`config.mk`:
```
export PLATFORM = sky130hd
export DESIGN_NAME = alu_op_sequencer
export DESIGN_NICKNAME = d
export VERILOG_FILES = /design/src/rtl/alu_pkg.sv /design/src/rtl/alu_instr_fifo.sv /design/src/rtl/alu_op_sequencer.sv
export SDC_FILE = /design/constraint.sdc
export NUM_CORES = 1
export LEC_CHECK = 0
export BUFFER_PORTS_ARGS = -buffer_cell sky130_fd_sc_hd__buf_2
export CAP_MARGIN = 0
export CORE_MARGIN = 4
export CORE_UTILIZATION = 55
export CTS_CLUSTER_DIAMETER = 200
export CTS_CLUSTER_SIZE = 16
export DETAILED_ROUTE_END_ITERATION = 12
export PLACE_DENSITY = 0.77
export SLEW_MARGIN = 20
export SYNTH_ARGS = -nofsm -noshare
export SYNTH_HDL_FRONTEND = slang
export SYNTH_HIERARCHICAL = 1
export SYNTH_SLANG_ARGS = --single-unit
```
`constraint.sdc`:
```
create_clock -name clk -period 2.7 [get_ports clk]
set_input_delay 0.135 -clock clk [delete_from_list [all_inputs] [get_ports clk]]
set_output_delay 0.135 -clock clk [all_outputs]
set_load 0.005 [all_outputs]
```
`src/rtl/alu_pkg.sv`:
```
// rtl/alu_pkg.sv - shared constants and types for the ALU op sequencer
package alu_pkg;

  localparam int DATA_W  = 4;
  localparam int INSTR_W = 10;
  localparam int NUM_REGS = 4;

  localparam logic [1:0] OP_ADD = 2'b00;
  localparam logic [1:0] OP_SUB = 2'b01;
  localparam logic [1:0] OP_AND = 2'b10;
  localparam logic [1:0] OP_OR  = 2'b11;

  // Instruction field bit positions; imm overlays rs1/rs2 when ld_imm is set.
  localparam int I_LD_IMM = 9;
  localparam int I_OP_HI  = 8;
  localparam int I_OP_LO  = 7;
  localparam int I_RD_HI  = 6;
  localparam int I_RD_LO  = 5;
  localparam int I_RS1_HI = 4;
  localparam int I_RS1_LO = 3;
  localparam int I_RS2_HI = 2;
  localparam int I_RS2_LO = 1;
  localparam int I_IMM_HI = 4;
  localparam int I_IMM_LO = 1;

  typedef enum logic {
    ST_FETCH = 1'b0,
    ST_EXEC  = 1'b1
  } state_t;

  function automatic logic op_sets_carry(input logic [1:0] op);
    return (op == OP_ADD) || (op == OP_SUB);
  endfunction

endpackage

```
`src/rtl/alu_instr_fifo.sv`:
```
// rtl/alu_instr_fifo.sv - synchronous show-ahead instruction FIFO with full/empty
module alu_instr_fifo
  import alu_pkg::*;
#(
  parameter int FIFO_DEPTH = 2,
  parameter int WIDTH      = INSTR_W
) (
  input  logic             clk,
  input  logic             rst,
  input  logic             push,
  input  logic [WIDTH-1:0] push_data,
  input  logic             pop,
  output logic [WIDTH-1:0] pop_data,
  output logic             full,
  output logic             empty
);

  localparam int AW = (FIFO_DEPTH > 1) ? $clog2(FIFO_DEPTH) : 1;

  logic [WIDTH-1:0] mem [FIFO_DEPTH];
  logic [AW:0]      wr_ptr;
  logic [AW:0]      rd_ptr;

  // Extra pointer bit distinguishes full from empty when the indices match.
  assign empty    = (wr_ptr == rd_ptr);
  assign full     = (wr_ptr[AW] != rd_ptr[AW]) && (wr_ptr[AW-1:0] == rd_ptr[AW-1:0]);
  assign pop_data = mem[rd_ptr[AW-1:0]];

  always_ff @(posedge clk) begin
    if (push && !full) begin
      mem[wr_ptr[AW-1:0]] <= push_data;
    end
  end

  always_ff @(posedge clk) begin
    if (rst) begin
      wr_ptr <= '0;
      rd_ptr <= '0;
    end else begin
      if (push && !full) begin
        wr_ptr <= wr_ptr + 1'b1;
      end
      if (pop && !empty) begin
        rd_ptr <= rd_ptr + 1'b1;
      end
    end
  end

endmodule

```
`src/rtl/alu_op_sequencer.sv`:
```
// rtl/alu_op_sequencer.sv - instruction issue stage feeding a 4-bit ALU; ALU_SEQ_PERF_EN adds retired_count
module alu_op_sequencer
  import alu_pkg::*;
#(
  parameter int FIFO_DEPTH = 2
) (
  input  logic              clk,
  input  logic              rst,
  input  logic              instr_valid,
  output logic              instr_ready,
  input  logic [9:0]        instr,
  output logic [DATA_W-1:0] alu_a,
  output logic [DATA_W-1:0] alu_b,
  output logic [1:0]        alu_op_code,
  input  logic [DATA_W-1:0] alu_result,
  input  logic              alu_carry_out,
  output logic              retire_valid,
  output logic [1:0]        retire_rd,
  output logic [DATA_W-1:0] retire_data,
  output logic              carry_flag,
  output logic              zero_flag
`ifdef ALU_SEQ_PERF_EN
  ,
  output logic [15:0]       retired_count
`endif
);

  state_t             state;
  logic [INSTR_W-1:0] ir;
  logic [DATA_W-1:0]  rf [NUM_REGS];

  logic               fifo_full;
  logic               fifo_empty;
  logic               fifo_pop;
  logic               fifo_push;
  logic [INSTR_W-1:0] head;

  assign instr_ready = !rst && !fifo_full;
  assign fifo_push   = instr_valid && instr_ready;
  assign fifo_pop    = (state == ST_FETCH) && !fifo_empty;

  alu_instr_fifo #(
    .FIFO_DEPTH (FIFO_DEPTH),
    .WIDTH      (INSTR_W)
  ) u_fifo (
    .clk       (clk),
    .rst       (rst),
    .push      (fifo_push),
    .push_data (instr),
    .pop       (fifo_pop),
    .pop_data  (head),
    .full      (fifo_full),
    .empty     (fifo_empty)
  );

  // ALU operands are registered at the pop edge; no writeback happens on that
  // edge, so the register file values captured there are the EXEC-cycle values.
  always_ff @(posedge clk) begin
    if (rst) begin
      state        <= ST_FETCH;
      ir           <= '0;
      for (int i = 0; i < NUM_REGS; i++) begin
        rf[i] <= '0;
      end
      alu_a        <= '0;
      alu_b        <= '0;
      alu_op_code  <= '0;
      retire_valid <= 1'b0;
      retire_rd    <= '0;
      retire_data  <= '0;
      carry_flag   <= 1'b0;
      zero_flag    <= 1'b0;
    end else begin
      retire_valid <= 1'b0;
      case (state)
        ST_FETCH: begin
          if (!fifo_empty) begin
            ir    <= head;
            state <= ST_EXEC;
            if (!head[I_LD_IMM]) begin
              alu_a       <= rf[head[I_RS1_HI:I_RS1_LO]];
              alu_b       <= rf[head[I_RS2_HI:I_RS2_LO]];
              alu_op_code <= head[I_OP_HI:I_OP_LO];
            end
          end
        end
        ST_EXEC: begin
          state        <= ST_FETCH;
          alu_a        <= '0;
          alu_b        <= '0;
          alu_op_code  <= '0;
          retire_valid <= 1'b1;
          retire_rd    <= ir[I_RD_HI:I_RD_LO];
          if (ir[I_LD_IMM]) begin
            rf[ir[I_RD_HI:I_RD_LO]] <= ir[I_IMM_HI:I_IMM_LO];
            retire_data             <= ir[I_IMM_HI:I_IMM_LO];
          end else begin
            rf[ir[I_RD_HI:I_RD_LO]] <= alu_result;
            retire_data             <= alu_result;
            zero_flag               <= (alu_result == '0);
            carry_flag              <= op_sets_carry(ir[I_OP_HI:I_OP_LO]) ? alu_carry_out : 1'b0;
          end
        end
        default: state <= ST_FETCH;
      endcase
    end
  end

`ifdef ALU_SEQ_PERF_EN
  always_ff @(posedge clk) begin
    if (rst) begin
      retired_count <= '0;
    end else if (retire_valid) begin
      retired_count <= retired_count + 16'd1;
    end
  end
`endif

endmodule

```
# Yosys cells after proc, flatten, opt, wreduce, memory -nomap -nowiden
# Memory sizes are Yosys's and may differ from the RTL's. A register that Yosys moved wholly into a read port is not among the register bits.
# Cells that the tools add are included.
# Widths: inputs -> output; s select.
[totals]
input_bits = 18
output_inout_bits = 20
word_cells = 74
register_bits = 34
mem_count = 2
mem_bits_rw = 36
[classes]
n_mux = 32
eq_ne = 6
n_bitwise = 4
add_sub_neg = 2
reduce_logical = 16
[mem_list]
columns = ["name", "depth", "width", "read_ports", "rd_ports_with_merged_regs", "write_ports", "line_no", "rtl"]
rows = [
  ["u_fifo.mem", 2, 10, 1, 1, 1, "alu_instr_fifo.sv:20", "logic [WIDTH-1:0] mem [FIFO_DEPTH];"],
  ["rf", 4, 4, 2, 0, 4, "alu_op_sequencer.sv:30", "logic [DATA_W-1:0] rf [NUM_REGS];"],
]
[ops]
columns = ["cell", "count"]
rows = [
  ["$mux 4", 7],
  ["$mux 1", 18],
  ["$pmux 4 s2", 2],
  ["$logic_and 1x1->1", 6],
  ["$mux 2", 3],
  ["$reduce_and 2->1", 3],
  ["$add 2x1->2 const B", 2],
  ["$logic_not 4->1", 1],
  ["$ne 2x2->1 const B", 2],
  ["$pmux 2 s2", 1],
  ["$reduce_or 4->1", 1],
  ["$logic_not 1->1", 3],
  ["$not 1->1", 3],
  ["$eq 2x1->1 const B", 1],
  ["$eq 2x2->1", 1],
  ["$logic_not 2->1", 1],
  ["$pmux 1 s2", 1],
  ["$eq 1x1->1", 1],
  ["$logic_or 1x1->1", 1],
  ["$ne 1x1->1", 1],
  ["$or 1x1->1", 1],
]

# Logic depth before layout (Yosys ltp)
[depth]
word_depth = 8
depth_mapped = 8
mapped_depth_nobuf = 7

# Hierarchy
# The synthesis kept the hierarchy.
[by_module_without_submodules]
columns = ["module", "area_per_inst_um2", "seq_area_each_um2", "cells_per_inst", "instances"]
rows = [
  ["alu_op_sequencer", 1834.3, 1041.0, 161, 1],
  ["alu_instr_fifo", 992.2, 700.7, 63, 1],
]

# Worst setup path before layout
# OpenSTA, ideal clock, no wires.
[synth_timing]
path_kind = "reg2reg"
from = "reg u_fifo.rd_ptr[0]"
to = "mem u_fifo/mem[1][0] in the netlist's numbering, enable pin"
t_arrival_ps = 1657
required_ps = 2320
path_slack_ps = 663
path_stages_with_launch = 8
setup_time_ps = 380
synth_period_minus_slack_ps = 2037
n_path_buf = 1
cell_sequence = "dfxtp_1 clkbuf_2 xor2_1 nor2_1 nor2_1 and2_1 nand2_1 a21oi_1"
[synth_between]
elab_chain_len = 8
[synth_lines]
columns = ["element", "line_no", "rtl"]
rows = [
  ["from (decl)", "alu_instr_fifo.sv:22", "logic [AW:0] rd_ptr;"],
  ["from (signal assigned)", "alu_instr_fifo.sv:44", "rd_ptr <= rd_ptr + 1'b1;"],
  ["$eq 1x1->1", "alu_instr_fifo.sv:26", "assign full = (wr_ptr[AW] != rd_ptr[AW]) && (wr_ptr[AW-1:0] == rd_ptr[AW-1:0]);"],
  ["$logic_and 1x1->1", "alu_instr_fifo.sv:26", ""],
  ["net fifo_full", "alu_op_sequencer.sv:32", "logic fifo_full;"],
  ["$logic_not 1->1", "alu_op_sequencer.sv:38", "assign instr_ready = !rst && !fifo_full;"],
  ["$logic_and 1x1->1", "alu_op_sequencer.sv:38", ""],
  ["net instr_ready", "alu_op_sequencer.sv:10", "output logic instr_ready,"],
  ["$logic_and 1x1->1", "alu_op_sequencer.sv:39", "assign fifo_push = instr_valid && instr_ready;"],
  ["net fifo_push", "alu_op_sequencer.sv:35", "logic fifo_push;"],
  ["$logic_and 1x1->1", "alu_instr_fifo.sv:30", "if (push && !full) begin"],
  ["$mux 1", "alu_instr_fifo.sv:30", ""],
  ["$mux 1 (implied by the code)", "alu_instr_fifo.sv:31", "mem[wr_ptr[AW-1:0]] <= push_data;"],
  ["to (decl)", "alu_instr_fifo.sv:20", ""],
]
# The timed path passes the listed nets, and every way through them passes these cells.

==> out/metrics.cfg <==
[outcome]
outcome=complete, no violations

[grt]
grt_max_degree=30
first_global_vias=1878
grt_pass1_wl_um=8940
gr-total-overflow=0
grtUsageTotal_pct=19.1
antenna_found_initial=0

[final_layout]
finalInstanceArea_um2=3240
syn2layout_area_growth_pct=17.6
drive_above_1_share_pct=28.7
fin_nets=285
diodes=0
fillCellCount=360

[sta]
rsz0062_at_grt=no
setup-tns-final_ns=0
fin_crit_sh_pct=68.4
slew_viol_final=0
relSlewSlack_pct=57.3
setup_violations=0
fin_skew_ns=0.00686
timing.final.crit_period_ns=1.85
max_freq_mhz=542
worstMarginPinSlew_ns=0.622
hold_viol=0

[logic_synthesis]
syn-instance-count=221
syn_nets=239
synth_area_um2=2760
syn_area_per_cell_um2=12.5
yosys_warnings=6

[worst_setup_path]
cp_num_buf_inv=0
worst-setup-path-type=reg -> reg
worstSetupEndpointType=register
crit_required_ns=2.92
slowest_stage=dfxtp_1
cp_top_family=multiplexers
cpPeakStageDelay_ns=0.57
crit_path_start_kind=register
crit_chain=mux2_2 > or2_1 > mux2i_1 > nor2_1
crit_fanout=10
cp.arrival_ns=2.06

[floorplanning]
die_h_um=78.8
die_x_um=78.8
row_count=25
dieArea_um2=6210
start_util_pct=57.6
core-area_um2=4790
io_pins=38

[pwr]
vdd_drop_max_mv=0.433
leakagePower_nw=1.31
p_per_area_nw_per_um2=917

[routing]
routed_wl_um=5290
drc=0
first_iter_violations=78
vias=1818
routed_via_density=5.36
ant_nets=0
routedWlPerCell_um=15.6
first_pass_iters=6

[clock_tree]
cts_sinks=67
cts_buffers=9
cts_resized=0
clk_latency_ns=0.34
cts_tree=built
clockBufferDepth=2
post_cts.repair.setup_buffers=0
cts-htree-levels=3
clk_transition_reported_paths_ns=0.07
clockRootBuffer=clkbuf_8

[placed_design]
dp_hpwl_um=3510
place_area_um2=2980
place_congestion=0.785
io_buffers=36

[worst_hold_path]
hp-class=in -> reg

[run]
drv_cap=0

==> per-stage QoR <==
| stage | hold slack (ns) | utilization (%) | power, W | worst slack [ns] | std cells |
|---|---|---|---|---|---|
| detailed placement | 0.329 | 62.3 | 0.00221 | 0.851 | 315 |
| global placement | 0.327 | 62.3 | 0.00219 | 0.865 | 315 |
| finish | 0.00923 | 67.7 | 0.00297 | 0.854 | 339 |
| floorplan | 0.204 | - | 0.00201 | 0.713 | 221 |
| global route | 0.00564 | 67.7 | 0.00315 | 0.676 | 339 |
| CTS | 0.00155 | 67.7 | 0.00298 | 0.836 | 339 |
==> path summary, 6_finish.rpt <==
check            start                to  slack, ns  cells past startpoint
min reg2reg  zero_flag         zero_flag       0.45                      2
max reg2reg   register          alu_a[1]       0.85                      4
min           instr[3]  u_fifo/mem[0][3]      0.009                      1
max           register          alu_a[1]       0.85                      4
==> what timing repair did <==
action | in CTS | in global routing
hold endpoints to repair | 16 | 0
hold buffers | 8 | 0
setup endpoints to repair | 0 | 0
==> cell usage in the layout, fill, tap and decap left out, drive strengths merged, types with 2 or more instances in the layout <==
master	count
clkbuf	13
dfxtp	33
dlygate4sd3	8
nand2	21
clkinv	2
mux4	8
a21oi	13
xor2	2
nor2	41
mux2i	18
a211oi	4
edfxtp	34
buf	38
mux2	9
nand2b	6
a311oi	3
inv	3
or3	2
or3b	2
or2	3
==> power by group <==
group / internal, W / switching, W
registers: 0.00124 / 0.000144
clock network: 0.000424 / 0.000346
logic: 0.000376 / 0.000439
total: 0.00204 / 0.000929
==> layout make-up <==
type | instances | area [µm²] | area share, %
timing repair buffer | 46 | 275 | 8.49
sequential | 67 | 1680 | 51.9
tap | 67 | 83.8 | 2.59
multi-input combinational | 140 | 1010 | 31.2
clock inverter | 3 | 38.8 | 1.20
clock buffer | 13 | 139 | 4.29
inverter | 3 | 11.3 | 0.347
==> layer usage <==
metal | track usage, % | part of all wire (%)
met1 | 25.7 | 49
met2 | 28.9 | 46
met3 | 4.42 | 5.4
met4 | 9.97 | 0.43
met5 | 0 | 0
==> sequential cells by signal, summed over array words and instances, names as in the netlist, named ones only <==
register       flops
alu_a              4
alu_b              4
alu_op_code        2
carry_flag         1
ir                 8
retire_data        4
retire_rd          2
retire_valid       1
rf                16
state              1
u_fifo/mem        18
u_fifo/rd_ptr      2
u_fifo/wr_ptr      2
zero_flag          1
Power figures use the tool's default switching activity.
